`config.mk`:
```
export PLATFORM = sky130hd
export DESIGN_NAME = moore_pattern_detector
export DESIGN_NICKNAME = d
export VERILOG_FILES = /design/src/rtl/moore_pattern_detector.sv
export SDC_FILE = /design/constraint.sdc
export NUM_CORES = 1
export LEC_CHECK = 0
export BUFFER_PORTS_ARGS = -buffer_cell sky130_fd_sc_hd__buf_4
export CORE_MARGIN = 4
export CORE_UTILIZATION = 56
export DETAILED_ROUTE_END_ITERATION = 16
export GPL_TIMING_DRIVEN = 1
export HOLD_SLACK_MARGIN = 0.15
export PLACE_DENSITY = 0.84
export SLEW_MARGIN = 15
export SYNTH_ARGS = -nofsm -noshare
export SYNTH_HDL_FRONTEND = slang
export SYNTH_SLANG_ARGS = --single-unit
```
`constraint.sdc`:
```
create_clock -name clk -period 4.3 [get_ports clk]
set_clock_uncertainty 0.15 [all_clocks]
set_input_delay 0.86 -clock clk [delete_from_list [all_inputs] [get_ports clk]]
set_output_delay 0.86 -clock clk [all_outputs]
set_load 0.02 [all_outputs]
```
`src/rtl/moore_pattern_detector.sv`:
```
// Parametrised Moore serial pattern detector with runtime overlap mode and a saturating match counter.
// Latency: detected/match_cnt update on the enabled edge that samples the last pattern bit; en=0 freezes history and state.
module moore_pattern_detector #(
   parameter int                 PAT_LEN = 4,
   parameter logic [PAT_LEN-1:0] PAT     = 4'b1011,
   parameter int                 CNT_W   = 8
) (
   input  logic                         clk,
   input  logic                         rst,
   input  logic                         en,
   input  logic                         din,
   input  logic                         overlap,
   input  logic                         cnt_clr,
   output logic                         detected,
   output logic [CNT_W-1:0]             match_cnt,
   output logic [$clog2(PAT_LEN+1)-1:0] fill
);

   localparam int                FILL_W    = $clog2(PAT_LEN+1);
   localparam logic [FILL_W-1:0] FILL_FULL = FILL_W'(PAT_LEN);
   localparam logic [CNT_W-1:0]  CNT_MAX   = {CNT_W{1'b1}};

   typedef enum logic {SEARCH = 1'b0, DETECT = 1'b1} state_t;

   state_t             state;
   logic [PAT_LEN-1:0] sr;
   logic [PAT_LEN-1:0] nsr;
   logic [FILL_W-1:0]  nfill;
   logic               hit;

   always_comb begin
      nsr   = {sr[PAT_LEN-2:0], din};
      nfill = (fill == FILL_FULL) ? FILL_FULL : fill + 1'b1;
      hit   = (nfill == FILL_FULL) && (nsr == PAT);
   end

   always_ff @(posedge clk or posedge rst) begin
      if (rst) begin
         state     <= SEARCH;
         sr        <= '0;
         fill      <= '0;
         match_cnt <= '0;
      end else begin
         if (en) begin
            state <= hit ? DETECT : SEARCH;
            // Non-overlapping mode discards history so the next match needs PAT_LEN fresh bits
            if (hit && !overlap) begin
               sr   <= '0;
               fill <= '0;
            end else begin
               sr   <= nsr;
               fill <= nfill;
            end
         end
         if (cnt_clr)
            match_cnt <= '0;
         else if (en && hit && (match_cnt != CNT_MAX))
            match_cnt <= match_cnt + 1'b1;
      end
   end

   assign detected = (state == DETECT);

endmodule

```
==> results of run 1 <==
-- cell type report --
type / instances / area [um^2]
Fill cell: 104 / 363
Clock buffer: 4 / 26.3
Timing Repair Buffer: 17 / 128
Multi-Input combinational cell: 61 / 422
Tap cell: 15 / 18.8
Sequential cell: 15 / 375
Inverter: 9 / 33.8
-- flip-flops by register name, indices dropped and copies added, names as in the netlist --
register / flops
match_cnt: 8
detected: 1
sr: 3
fill: 3
-- layer usage --
| layer | GRT usage (%) | vias up | share of wire (%) |
|---|---|---|---|
| met1 | 24.6 | 337 | 43 |
| met5 | 0 | - | 0 |
| met4 | 14.9 | 0 | 2.2 |
| li1 | - | 354 | - |
| met2 | 30.4 | 30 | 48 |
| met3 | 5.36 | 6 | 7.0 |
-- metrics by stage --
step                power, mW  setup slack [ns]  utilization, %  cells
floorplan               0.257              1.76               -     89
CTS                     0.379              1.66            73.4    121
finish                  0.380              1.68            73.4    121
global placement        0.291              1.76            71.5    117
global route            0.408              1.55            73.4    121
detailed placement      0.297              1.69            71.5    117
-- cell usage after synthesis (all sizes together) --
| cell | number | share of area (%) |
|---|---|---|
| a21oi | 1 | 0.59 |
| nand3b | 1 | 0.89 |
| inv | 9 | 4.0 |
| and2 | 1 | 0.74 |
| o41ai | 1 | 1.0 |
| clkbuf | 3 | 1.3 |
| nor3b | 1 | 1.5 |
| or4 | 2 | 1.8 |
| ha | 3 | 4.4 |
| dfrtp | 15 | 44 |
| nor4b | 2 | 2.1 |
| mux2 | 6 | 8.0 |
| nand2 | 7 | 3.4 |
| nor4 | 4 | 3.0 |
| o211ai | 1 | 0.89 |
| nand2b | 1 | 0.74 |
| a221oi | 1 | 1.8 |
| o22ai | 4 | 3.0 |
| nor3 | 1 | 0.59 |
| nand4 | 2 | 1.5 |
| o31ai | 1 | 0.89 |
| o21ai | 3 | 1.8 |
| nand3 | 3 | 1.8 |
| o311ai | 1 | 1.0 |
| nor2 | 8 | 3.5 |
| buf | 1 | 0.59 |
| nor2b | 5 | 3.7 |
| a2111o | 1 | 1.3 |
-- worst max-delay path, cell delays in order, from the launching register on --
cell and delay, ns:
dfrtp_1 0.40, inv_1 0.09, ha_1 0.30, nand2b_1 0.14, a2111o_1 0.59, or4_1 0.60
a221oi_2 0.27
-- where the power goes --
part / leakage, nW / switching, mW / internal (mW) / total, mW
Sequential: 0.200 / 0.0185 / 0.158 / 0.176
Combinational: 0.238 / 0.0704 / 0.0477 / 0.118
Clock: 0.0150 / 0.0494 / 0.0362 / 0.0856
Total: 0.453 / 0.138 / 0.242 / 0.380
-- cells by family (layout without fill, tap and decap cells) --
logic type	after synthesis	count (layout)	share of synthesized area [%]
compound gates	14	14	12.3
mux	6	6	7.98
fa+ha+maj	3	3	4.43
buf+inv	13	30	5.91
simple gates	38	38	25.1
flops	15	15	44.3
-- how the worst max path moves through the flow --
stage	startpoint	to	slack [ns]	cells past startpoint
5_1_grt	fill[0]$_DFFE_PP0P_	match_cnt[7]$_DFFE_PP0P_	1.55	6
3_3_place_gp	fill[0]$_DFFE_PP0P_	match_cnt[7]$_DFFE_PP0P_	1.76	6
2_1_floorplan	fill[0]$_DFFE_PP0P_	match_cnt[3]$_DFFE_PP0P_	1.76	7
4_1_cts	fill[0]$_DFFE_PP0P_	match_cnt[7]$_DFFE_PP0P_	1.66	6
6_report	fill[0]$_DFFE_PP0P_	match_cnt[7]$_DFFE_PP0P_	1.68	6
3_5_place_dp	fill[0]$_DFFE_PP0P_	match_cnt[7]$_DFFE_PP0P_	1.69	6
==> results_dict.tcl, run 1 <==
set metrics [dict create \
    rsz0062_at_grt "no" \
    diodes 0 \
    grt_overflow_total 0 \
    syn_nets 98 \
    critPathKind "reg -> reg" \
    yosysSeqAreaShare_pct 44.3 \
    max-vdd-ir-drop_uv 254 \
    ant_nets 0 \
    post_cts_resized 0 \
    slew_viol_final 0 \
    die_x_um 46.9 \
    final_cell_area_um2 1000 \
    arrival_ns 2.68 \
    critPathMaxFanout 14 \
    cts_sinks 15 \
    place.gp.congestion 0.753 \
    regToRegSetupSlack_ns 1.68 \
    drc 0 \
    root_buffer "clkbuf_4" \
    syn_avg_cell_area_um2 9.52 \
    drt-wirelength-per-cell_um 14.9 \
    clk_pin_slew_ns 0.08 \
    ios 18 \
    r2r_end "match_cnt[7]$_DFFE_PP0P_" \
    synthCells 89 \
    relSlewSlack_pct 39.8 \
    dp_hpwl_um 1280 \
    clk_latency_ns 0.30 \
    rr_startpoint "fill[0]$_DFFE_PP0P_" \
    synth_warnings 0 \
    first_pass_iters 4 \
    clock_path_buffers 2 \
    postCtsHoldBufs 0 \
    grtUsageTotal_pct 20.2 \
    maxCapViolCount 0 \
    tightest_slew_ns 0.899 \
    placed_cell_area_um2 977 \
    dieArea_um2 2200 \
    cts_tree "done" \
    synthesis.area_um2 847 \
    std_cell_rows 13 \
    numPortBuffers 17 \
    reg2regPathDepth 6 \
    setup_viol 0 \
    endpoint_kind "flop" \
    drt_iter0_drc 12 \
    total_leakage_power_nw 0.453 \
    via_per_inst 6.01 \
    numCtsBuffers 3 \
    layout_common_cells "buf_4 (17), dfrtp_1 (15), inv_1 (9)" \
    hold_viol_final 0 \
    grt_pass1_wl_um 3020 \
    whs_endpoint "sr[2]$_DFFE_PP0P_" \
    synth_cell_types 29 \
    outcome "finished, final reports clean" \
    via_count 727 \
    start_util_pct 62.0 \
    fin_crit_sh_pct 61.0 \
    cp.required_ns 4.35 \
    htreeDepth 1 \
    core_um2 1370 \
    drive_above_1_share_pct 27.4 \
    cp-start-kind "flop" \
    antenna_found_initial 0 \
    ys_seq_elements 15 \
    hp-class "reg -> reg" \
    wl_um 1800 \
    grt_max_degree 16 \
    max_clock_freq_mhz 381 \
    power_density_nw_per_um2 379 \
    period_needed_ns 2.62 \
    min_from "sr[2]$_DFFE_PP0P_" \
    layout_commonest_cell "buf_4" \
    holdWs_ns 0.377 \
    holdPathStages 1 \
    finish.net_count 116 \
    tns_ns 0 \
    syn_to_final_growth_pct 18.5 \
    grt_pass1_vias 701 \
    die_h_um 46.9 \
    postCtsSetupRepairBufs 0 \
]
No activity file was read; power rests on OpenSTA's default activity.
==> run 2, diff against run 1 <==
Settings changed: CORE_UTILIZATION 56 to 47, PLACE_DENSITY 0.84 to 0.75.
Clock period 4.3 ns to 2.2 ns, I/O delays scaled along.
==> run 2 against run 1 <==
  * The run now ends with setup timing left
  * Highest routed layer unchanged
  * Sequential power grew 93%
  * Final cell count grew 20%
  * Worst setup slack lost 1.8 ns
  * Critical path type unchanged
  * Largest cell class unchanged
  * Non-clock buffer count grew 13
  * Sequential cell count is the same
  * Critical path depth grew 1
  * Global-route usage shrank 2.7 points
  * Utilization grew 1.9 points
==> results_dict.tcl, run 2 (synthesized netlist as in run 1, its figures left out) <==
set metrics [dict create \
    wl_um 2150 \
    via_count 813 \
    path_cells "inv_2 -> ha_4 -> nand2b_4 -> a2111o_1 -> buf_6 -> nor4b_4 -> mux2_4" \
    finish.net_count 130 \
    violations "setup timing" \
    arrival_ns 2.32 \
    dp_cells 135 \
    clock_path_buffers 2 \
    rsz0062_at_grt "yes" \
    start_util_pct 49.6 \
    p_seq_share_pct 36.9 \
    ant_nets 0 \
    layout_common_cells "buf_4 (25), dfrtp_1 (13), nor2_1 (8)" \
    max_clock_freq_mhz 436 \
    layoutNonFillerInstCount 145 \
    numCtsBuffers 3 \
    outcome "complete, but fails checks" \
    place.gp.congestion 0.722 \
    period_needed_ns 2.29 \
    drt-wirelength-per-cell_um 14.8 \
    top_regs "match_cnt: 8 flops, fill: 3 flops, sr: 3 flops" \
    placed_cell_area_um2 1080 \
    clk_latency_ns 0.29 \
    dieArea_um2 2550 \
    grtUsageTotal_pct 17.5 \
    tightest_slew_ns 0.684 \
    slowest_stage "a2111o_1" \
    slew_viol_final 0 \
    power_switching_uw 341 \
    relSlewSlack_pct 54.3 \
    drc 0 \
    first_pass_iters 5 \
    via_per_inst 5.61 \
    final_cell_area_um2 1290 \
    setup_viol 7 \
    max-vdd-ir-drop_uv 607 \
    die_h_um 50.5 \
    cts_tree "done" \
    grt_pass1_wl_um 3460 \
    p_int_uw 580 \
    fin_crit_sh_pct 104 \
    largest_reg_flops 8 \
    total_leakage_power_nw 0.555 \
    std_cell_rows 15 \
    numPortBuffers 17 \
    final.setup.worst_slack_ns -0.0942 \
    dp_hpwl_um 1380 \
    comb_power_share_pct 45.7 \
    diodes 0 \
    hold_viol_final 0 \
    max_stage_delay_ns 0.44 \
    postLayoutCoreUtil_pct 75.4 \
    power_density_nw_per_um2 715 \
    drive_above_1_share_pct 50.0 \
    die_x_um 50.5 \
    maxCapViolCount 0 \
    root_buffer "clkbuf_4" \
    critPathMaxFanout 4 \
    hp-class "in -> reg" \
    clk_pin_slew_ns 0.09 \
    cts_sinks 15 \
    critPathKind "reg -> reg" \
    core_um2 1710 \
    p_sw_share_pct 37.0 \
    cp-start-kind "flop" \
    regMostFlops "match_cnt" \
    pwr-share-clk_pct 17.4 \
    grt_overflow_total 0 \
    layout_commonest_cell "buf_4" \
    ios 18 \
    endpoint_kind "flop" \
    htreeDepth 1 \
    grt_pass1_vias 814 \
    grt_max_degree 16 \
    cp.required_ns 2.23 \
    tns_ns -0.357 \
    antenna_found_initial 0 \
    syn_to_final_growth_pct 52.0 \
    drt_iter0_drc 15 \
]
## run 2: cell count changes in the layout (fill, tap and decap cells not counted), sizes merged
cell / before / now
a2111o: 1 / 2
buf: 17 / 29
clkbuf: 4 / 3
clkinv: 0 / 1
dlygate4sd3: 0 / 1
## run 2: area by class of cell
cell class,instances,area [um^2]
inverters,9,33.8
repair buffers,30,243
well taps,25,31.3
multi-input cells,62,574
clock buffers,3,22.5
flip-flops and latches,15,378
clock inverters,1,5.00
fillers,120,420
## run 2: final timing paths
kind	from	depth (start not counted)	end	slack, ns
worst max-delay path	fill[1]$_DFFE_PP0P_	7	match_cnt[5]$_DFFE_PP0P_	-0.09
worst min-delay path	cnt_clr	2	match_cnt[0]$_DFFE_PP0P_	0.25
worst max register to register	fill[1]$_DFFE_PP0P_	7	match_cnt[5]$_DFFE_PP0P_	-0.09
worst min register to register	sr[2]$_DFFE_PP0P_	1	sr[2]$_DFFE_PP0P_	0.38
max in group asynchronous	rst	3	fill[0]$_DFFE_PP0P_	0.87
min in group asynchronous	rst	3	match_cnt[6]$_DFFE_PP0P_	0.61
## run 2: metal layers
metal | vias up | GRT usage (%) | share of wire, %
met5 | - | 0 | 0
met4 | 0 | 6.73 | 1.9
met3 | 5 | 2.08 | 3.1
met2 | 20 | 30.2 | 49
met1 | 404 | 22.1 | 47
li1 | 384 | - | -
## run 2: power groups by stage
stage,logic [mW],clock network [mW],registers [mW]
global placement,0.321,0,0.341
CTS,0.393,0.161,0.340
floorplan,0.152,0,0.379
global route,0.460,0.176,0.347
finish,0.421,0.160,0.340
detailed placement,0.338,0,0.343
## run 2: what timing repair did
action                                  in CTS  in global routing
endpoints found under the setup margin      10                 10
hold endpoints to repair                    15                  0
pin swaps                                    7                  3
hold buffers                                 1                  0
buffers inserted                             4                  0
gates resized for setup                      9                 16
cloned                                       1                  0
## run 2: worst max-delay path: cells and delay by family, from the launching register on
family,cells,cell delay (ns)
flops,1,0.42
compound gates,1,0.44
mux,1,0.32
simple gates,2,0.41
fa+ha+maj,1,0.20
buf+inv,2,0.24
## run 2: stage by stage
step	setup WS, ns	power (mW)	hold WS, ns
after CTS	-0.143	0.894	0.252
after global placement	-0.112	0.663	0.342
after global routing	-0.159	0.982	0.263
after detailed placement	-0.201	0.681	0.354
final	-0.0942	0.921	0.253
after floorplan	-0.0691	0.531	0.191
==> run 3, diff against run 2 <==
Settings changed: CORE_UTILIZATION 47 to 52, PLACE_DENSITY 0.75 to 0.79.
Clock period 2.2 ns to 2.12 ns, I/O delays scaled along.
==> run 3 against run 2 <==
  * The flow still finishes with violations (setup timing)
  * Register-to-register slack worse by 0.16 ns
  * Global-route usage is 3.1 points higher
  * Hold slack got worse by 0.018 ns
  * Final cell count unchanged
  * Critical endpoint is now match_cnt[2]$_DFFE_PP0P_
==> results_dict.tcl, run 3 (synthesized netlist as in run 1, its figures left out) <==
set metrics [dict create \
    largest_reg_flops 8 \
    die_x_um 48.4 \
    arrival_ns 2.41 \
    drc 0 \
    tightest_slew_ns 0.598 \
    numPortBuffers 17 \
    multiInputGateArea_um2 563 \
    total_leakage_power_nw 0.601 \
    relSlewSlack_pct 60.1 \
    cp-start-kind "flop" \
    regToRegSetupSlack_ns -0.25 \
    max-vdd-ir-drop_uv 529 \
    slowest_stage "dfrtp_2" \
    drt-wirelength-per-cell_um 17.3 \
    final.setup.worst_slack_ns -0.253 \
    via_count 873 \
    dp_cells 129 \
    slew_viol_final 0 \
    maxCapViolCount 0 \
    htreeDepth 1 \
    endpoint_kind "flop" \
    hp-class "in -> reg" \
    critPathKind "reg -> reg" \
    grt_overflow_total 0 \
    max_stage_delay_ns 0.42 \
    fin_crit_sh_pct 112 \
    first_pass_iters 4 \
    top_regs "match_cnt: 8 flops, fill: 3 flops, sr: 3 flops" \
    dp_hpwl_um 1440 \
    finish.net_count 139 \
    cts_sinks 15 \
    std_cell_rows 14 \
    cp.required_ns 2.16 \
    path_cells "inv_2 -> ha_4 -> nand2b_4 -> a2111o_1 -> buf_6 -> nor4b_2 -> mux2_2" \
    start_util_pct 55.6 \
    critPathMaxFanout 5 \
    grt_pass1_vias 814 \
    regMostFlops "match_cnt" \
    numCtsBuffers 3 \
    layout_commonest_cell "buf_4" \
    placed_cell_area_um2 1090 \
    setup_viol 10 \
    period_needed_ns 2.37 \
    max_clock_freq_mhz 421 \
    seq_area_um2 378 \
    via_per_inst 6.02 \
    crit_buf_inv 2 \
    rsz0062_at_grt "yes" \
    drive_above_1_share_pct 53.5 \
    grt_max_degree 16 \
    grtUsageTotal_pct 20.6 \
    holdWs_ns 0.236 \
    ios 18 \
    nFillCells 75 \
    root_buffer "clkbuf_4" \
    place.gp.congestion 0.751 \
    diodes 0 \
    power_density_nw_per_um2 774 \
    antenna_found_initial 0 \
    ant_nets 0 \
    layoutNonFillerInstCount 145 \
    clock_path_buffers 2 \
    drt_iter0_drc 31 \
    cp_top_family "simple AND/OR/NAND/NOR gates" \
    dieArea_um2 2340 \
    wl_um 2510 \
    syn_to_final_growth_pct 58.3 \
    clk_pin_slew_ns 0.09 \
    grt_pass1_wl_um 3860 \
    cts_tree "done" \
    clk_latency_ns 0.29 \
    layout_common_cells "buf_4 (35), dfrtp_1 (13), nor2_1 (8)" \
    violations "setup timing" \
    die_h_um 48.4 \
    hold_viol_final 0 \
    final_cell_area_um2 1340 \
    outcome "complete, but fails checks" \
    core_um2 1520 \
]
run 3: cell count changes in the layout (fill, tap and decap cells not counted), moves of 2 or more:
cell,delta
mux2_4,-2
mux2_2,+2
buf_6,-2
buf_4,+10
run 3: metrics by stage:
step           utilization (%)  power, mW  setup WS (ns)  TNS [ns]
2_1_floorplan                -      0.551         -0.148    -0.691
3_3_place_gp              71.8      0.725         -0.196     -1.08
3_5_place_dp              71.8      0.739         -0.272     -1.77
4_1_cts                   81.4      0.982         -0.203     -1.43
5_1_grt                   88.0       1.11         -0.293     -2.07
6_report                  88.0       1.04         -0.253     -1.53
run 3: cell type report:
class                      instances  share of cell area (%)
clock buffer                       4                    1.96
sequential                        15                    28.2
tap                               16                    1.49
timing repair buffer              40                    23.9
inverter                           9                    2.52
multi-input combinational         61                    42.0
run 3: repair_timing:
item | in CTS | in global routing
endpoints found under the hold margin | 15 | 0
cloned | 0 | 0
hold buffers | 1 | 0
setup endpoints to repair | 10 | 10
pin swaps | 5 | 6
setup buffers | 7 | 4
gates resized for setup | 12 | 11
run 3: worst paths after layout:
path	cells after the start	startpoint	to
worst max-delay path	7	fill[0]$_DFFE_PP0P_	match_cnt[2]$_DFFE_PP0P_
max in group asynchronous	3	rst	fill[0]$_DFFE_PP0P_
worst min-delay path	2	cnt_clr	match_cnt[0]$_DFFE_PP0P_
min in group asynchronous	3	rst	match_cnt[4]$_DFFE_PP0P_
worst min register to register	1	sr[2]$_DFFE_PP0P_	sr[2]$_DFFE_PP0P_
worst max register to register	7	fill[0]$_DFFE_PP0P_	match_cnt[2]$_DFFE_PP0P_
run 3: metal layers:
layer / GRT usage [%] / vias to the layer above / routed length, um
li1: - / 400 / -
met1: 28.9 / 430 / 1170
met2: 30.0 / 39 / 1130
met3: 5.21 / 4 / 165
met4: 8.29 / 0 / 40
met5: 0 / - / 0
run 3: power by group:
| group | internal (mW) | leakage [nW] | switching [mW] |
|---|---|---|---|
| Sequential | 0.323 | 0.197 | 0.0232 |
| Clock | 0.0733 | 0.0150 | 0.0977 |
| Combinational | 0.266 | 0.388 | 0.255 |
| Total | 0.663 | 0.601 | 0.376 |
